File: src/rtl/turn_signal_conditioner.sv
// Purpose: synchronise, debounce and arbitrate raw turn-lever contacts; emit a free-running step_tick.
//          Build option TURN_SIGNAL_LAST_WINS_EN: while both levers are held, the one that rose last wins.
// Latency: raw edge to left/right = SYNC_STAGES+DEBOUNCE_CYCLES+1 clocks; no backpressure, all outputs free-running.
module turn_signal_conditioner #(
    parameter int SYNC_STAGES     = 2,
    parameter int DEBOUNCE_CYCLES = 500000,
    parameter int STEP_CYCLES     = 6250000
) (
    input  logic clk,
    input  logic reset,
    input  logic left_raw,
    input  logic right_raw,
    output logic left,
    output logic right,
    output logic step_tick
);

    localparam int CW = $clog2(DEBOUNCE_CYCLES + 1);
    localparam int SW = $clog2(STEP_CYCLES);
    localparam logic [CW-1:0] DB_LAST   = CW'(DEBOUNCE_CYCLES - 1);
    localparam logic [SW-1:0] STEP_LAST = SW'(STEP_CYCLES - 1);

    logic [1:0] raw_in;
    logic [1:0] stable;
    logic       stable_l;
    logic       stable_r;

    assign raw_in   = {right_raw, left_raw};
    assign stable_l = stable[0];
    assign stable_r = stable[1];

    // Channel 0 is left, channel 1 is right; both channels are identical and independent.
    genvar ch;
    generate
        for (ch = 0; ch < 2; ch++) begin : g_chan
            logic [SYNC_STAGES-1:0] sync_q;
            logic [CW-1:0]          cnt_q;
            logic                   stable_q;
            logic                   s;

            assign s          = sync_q[SYNC_STAGES-1];
            assign stable[ch] = stable_q;

            // Metastability chain: raw contact shifts in at bit 0, synced level leaves at the top.
            always_ff @(posedge clk or negedge reset) begin
                if (!reset) begin
                    sync_q <= '0;
                end else begin
                    sync_q <= {sync_q[SYNC_STAGES-2:0], raw_in[ch]};
                end
            end

            // Accept a new level only after DEBOUNCE_CYCLES consecutive differing samples.
            always_ff @(posedge clk or negedge reset) begin
                if (!reset) begin
                    cnt_q    <= '0;
                    stable_q <= 1'b0;
                end else if (s == stable_q) begin
                    cnt_q <= '0;
                end else if (cnt_q == DB_LAST) begin
                    stable_q <= s;
                    cnt_q    <= '0;
                end else begin
                    cnt_q <= cnt_q + 1'b1;
                end
            end
        end
    endgenerate

    logic [SW-1:0] step_cnt;

    // Free-running pacing counter; the tick is registered so it lands STEP_CYCLES edges after reset.
    always_ff @(posedge clk or negedge reset) begin
        if (!reset) begin
            step_cnt  <= '0;
            step_tick <= 1'b0;
        end else begin
            step_tick <= (step_cnt == STEP_LAST);
            step_cnt  <= (step_cnt == STEP_LAST) ? '0 : step_cnt + 1'b1;
        end
    end

`ifdef TURN_SIGNAL_LAST_WINS_EN
    typedef enum logic [1:0] {
        OWN_NONE  = 2'd0,
        OWN_LEFT  = 2'd1,
        OWN_RIGHT = 2'd2
    } owner_t;

    owner_t     owner_q;
    owner_t     owner_nxt;
    logic [1:0] stable_d;
    logic       rise_l;
    logic       rise_r;

    assign rise_l = stable_l & ~stable_d[0];
    assign rise_r = stable_r & ~stable_d[1];

    // Ownership follows the most recent rise; a simultaneous rise leaves nobody owning.
    always_comb begin
        owner_nxt = owner_q;
        case ({stable_r, stable_l})
            2'b00:   owner_nxt = OWN_NONE;
            2'b01:   owner_nxt = OWN_LEFT;
            2'b10:   owner_nxt = OWN_RIGHT;
            default: begin
                if (rise_l && rise_r) begin
                    owner_nxt = OWN_NONE;
                end else if (rise_l) begin
                    owner_nxt = OWN_LEFT;
                end else if (rise_r) begin
                    owner_nxt = OWN_RIGHT;
                end
            end
        endcase
    end

    // Registered, mutually exclusive requests; the owner breaks the tie when both are held.
    always_ff @(posedge clk or negedge reset) begin
        if (!reset) begin
            owner_q  <= OWN_NONE;
            stable_d <= 2'b00;
            left     <= 1'b0;
            right    <= 1'b0;
        end else begin
            owner_q  <= owner_nxt;
            stable_d <= stable;
            left     <= stable_l & (~stable_r | (owner_nxt == OWN_LEFT));
            right    <= stable_r & (~stable_l | (owner_nxt == OWN_RIGHT));
        end
    end
`else
    // Registered, mutually exclusive requests; both held cancels both.
    always_ff @(posedge clk or negedge reset) begin
        if (!reset) begin
            left  <= 1'b0;
            right <= 1'b0;
        end else begin
            left  <= stable_l & ~stable_r;
            right <= stable_r & ~stable_l;
        end
    end
`endif

endmodule

File: config.mk
export PLATFORM = sky130hd
export DESIGN_NAME = turn_signal_conditioner
export DESIGN_NICKNAME = d
export VERILOG_FILES = /design/src/rtl/turn_signal_conditioner.sv
export SDC_FILE = /design/constraint.sdc
export NUM_CORES = 1
export LEC_CHECK = 0
export ABC_AREA = 1
export BUFFER_PORTS_ARGS = -buffer_cell sky130_fd_sc_hd__buf_2
export CAP_MARGIN = 30
export CORE_UTILIZATION = 30
export DETAILED_ROUTE_END_ITERATION = 6
export MAX_ROUTING_LAYER = met4
export PLACE_DENSITY = 0.53
export SLEW_MARGIN = 30
export SYNTH_ARGS = -nofsm -noshare
export SYNTH_HDL_FRONTEND = slang
export SYNTH_SLANG_ARGS = --single-unit
File: constraint.sdc
create_clock -name clk -period 1.9 [get_ports clk]
set_input_delay 0.095 -clock clk [delete_from_list [all_inputs] [get_ports clk]]
set_output_delay 0.095 -clock clk [all_outputs]
set_load 0.02 [all_outputs]
==> qor.yml <==
power_and_ir_drop:
  peakVddDrop_uv: 474
  swShare_pct: 20.8
  pwr-share-seq_pct: 44.2
  p_leak_uw: 0.00199
  combPwrFrac_pct: 2.6
  p_sw_uw: 714
  p_int_uw: 2710
  power.share.clock_pct: 53.1
  powerDensity_mw_per_mm2: 772
sta:
  hold_violations: 0
  drv_slew: 0
  tns_ps: 0
  rsz0062_at_grt: "false"
  setup_viol: 0
  clock_skew_ps: 5.37
  fin_crit_ps: 1630
  layout_setup_ws_ps: 272
  slew_headroom_pct: 76.7
  maxClockFrequency_mhz: 614
  finalCritPeriodShare_pct: 85.7
  worst_pin_slew_ps: 350
die:
  initial_core_util_pct: 31.2
  die_area_mm2: 0.0131
  ios: 7
  row_count: 40
  die_height_um: 115
  die_w_um: 115
  core_area_mm2: 0.0122
logic_synthesis:
  synthesis.instances: 505
  avgSynthCellArea_um2: 7.54
  synth.cell_area_mm2: 0.00381
  synth-seq-cells: 70
  synth.distinct_cells: 27
  syn-num-nets: 512
  synthFlopType: "dfrtp_1"
  yosysWarnings: 0
  yosysSeqAreaShare_pct: 46.0
  ys_async_sr_fraction_pct: 100
  synth-edff-count: 0
drt:
  wl_met2_um: 3490
  dr_wl_met3_um: 247
  wl_per_cell_um: 11.6
  vias: 3081
  m1WireLength_um: 4260
  ant_nets: 0
  drc: 0
  highest_layer: "met4"
  wl_um: 8110
  firstDrtPassIters: 4
  viasPerCell: 4.40
  initialDrtViolationCount: 260
setup_path:
  cp.arrival_ps: 1850
  crit_slowest_cell: "dfrtp_1"
  max_stage_delay_ps: 420
  crit_chain: "ha_1 -> nand3_1 -> nor2_1 -> nand3_1 -> nor2_1 -> nand2_1 -> nand2_1 -> nor2_1"
  crit_fanout: 6
  end_kind: "flop"
  critPathLaunchType: "flop"
  required_ps: 2130
  rrSetupSlack_ps: 270
  r2r-end: "step_cnt[22]"
  worstSetupPathType: "reg -> reg"
  rr_startpoint: "step_cnt[0]"
  worst_r2r_path_depth: 8
  crit_top_cell: "nor2_1"
cells_and_area:
  diodes: 0
  area_delta_synth_final_pct: 16.6
  final_cells: 700
  regArea_mm2: 0.00175
  nets: 534
  drive_above_1_share_pct: 10.3
  multi_input_area_mm2: 0.00183
  final_cell_mix: "124 x nor2_1, 119 x nand2_1, 70 x dfrtp_1"
  n_fill_cell: 1310
  final_common_cell: "nor2_1"
  fin_area_mm2: 0.00444
clocking:
  cts_tree: "yes"
  max-clock-path-buffers: 2
  cts_made_buffers: 9
  cts-root-buf: "clkbuf_16"
  htreeDepth: 3
  path_clk_slew_ps: 60
  postCtsSetupBuffers: 0
  clk_latency_ps: 330
  clkSinkCount: 70
place:
  hpwl_um: 6100
  postPlaceCellArea_mm2: 0.00408
  dpl_worst_slack_ps: 149
  port_buffers: 6
  placedCellCount: 681
  place_congestion: 0.877
grt:
  grt_usage_pct: 14.3
  grt_pass1_wl_um: 14100
  grt_max_degree: 46
  antenna_found_initial: 0
  grt_pass1_vias: 2936
  grt_overflow: 0
worst_hold_path:
  min_path_type: "in -> async"
run_status:
  outcome: "completed"
run:
  drv_cap: 0
[stage by stage]
stage	total power, µW	hold slack, ps	util, %
2_1_floorplan	1580	-201	-
3_3_place_gp	1630	36.4	33.4
3_5_place_dp	1630	37.9	33.4
4_1_cts	3490	214	36.3
5_1_grt	3570	262	36.3
6_report	3430	211	36.3
[layout make-up]
cell class	instances	area share (%)
multi-input cells	373	41.1
repair buffers	12	2.20
clock inverters	6	1.92
flip-flops and latches	70	39.5
well taps	168	4.74
inverters	61	5.16
clock buffers	10	5.38
[critical path, delay by kind of cell, from the launching register on]
kind                     cells  cell delay, ps
AND/OR/NAND/NOR              7             870
flip-flops                   1             420
adder cells (fa/ha/maj)      1             230
[worst max-delay path by stage]
| stage | cells past startpoint | slack [ps] | start | endpoint |
|---|---|---|---|---|
| finish | 8 | 270 | step_cnt[0] | step_cnt[22] |
| global route | 8 | 110 | step_cnt[0] | step_cnt[22] |
| CTS | 8 | 140 | g_chan[1].cnt_q[0] | g_chan[1].cnt_q[5] |
| detailed placement | 8 | 150 | g_chan[1].cnt_q[0] | g_chan[1].cnt_q[0] |
| global placement | 8 | 160 | g_chan[1].cnt_q[0] | g_chan[1].cnt_q[0] |
| floorplan | 8 | 490 | step_cnt[0] | step_cnt[10] |
[timing repair]
action / 4_1_cts / 5_1_grt
endpoints found under the hold margin: 27 / 0
gates resized for setup: 0 / 1
hold buffers: 3 / 0
endpoints found under the setup margin: 0 / 4
[synth_stat cells (2+ instances only)]
master	n	area share [%]
nor2_1	124	12
nand2_1	119	12
dfrtp_1	70	46
inv_1	59	5.8
nand3_1	35	4.6
xor2_1	22	5.1
a21oi_1	11	1.4
nand4_1	10	1.6
nor3_1	10	1.3
nor2_2	8	1.3
xnor2_1	7	1.6
nor2_4	5	1.5
nand2_2	4	0.66
ha_1	3	0.99
nand3_2	3	0.79
inv_2	2	0.20
o21ai_0	2	0.26
or2_2	2	0.33
[flip-flops by register name (all words and copies together) (netlist names)]
register         count
g_chan.stable_q      2
step_tick            1
step_cnt            23
g_chan.cnt_q        38
right                1
left                 1
g_chan.sync_q        4
[metal layers]
metal	track usage (%)	vias up
li1	-	1604
met1	20.1	1429
met2	19.6	37
met3	3.34	11
met4	5.71	0
met5	-	-
[power groups by stage]
| stage | Combinational (µW) | Sequential (µW) | Clock (µW) |
|---|---|---|---|
| final | 89.6 | 1520 | 1820 |
| after global routing | 106 | 1520 | 1950 |
| after CTS | 93.0 | 1520 | 1880 |
| after detailed placement | 88.5 | 1540 | 0 |
| after global placement | 87.8 | 1540 | 0 |
| after floorplan | 34.2 | 1540 | 0 |
[cell families after synthesis]
kind of cell / synth area share (%)
flops: 46.0
xor+xnor: 7.10
buf+inv: 6.11
compound gates: 2.10
fa+ha+maj: 0.986
simple gates: 37.7
(Power assumes the default switching activity.)
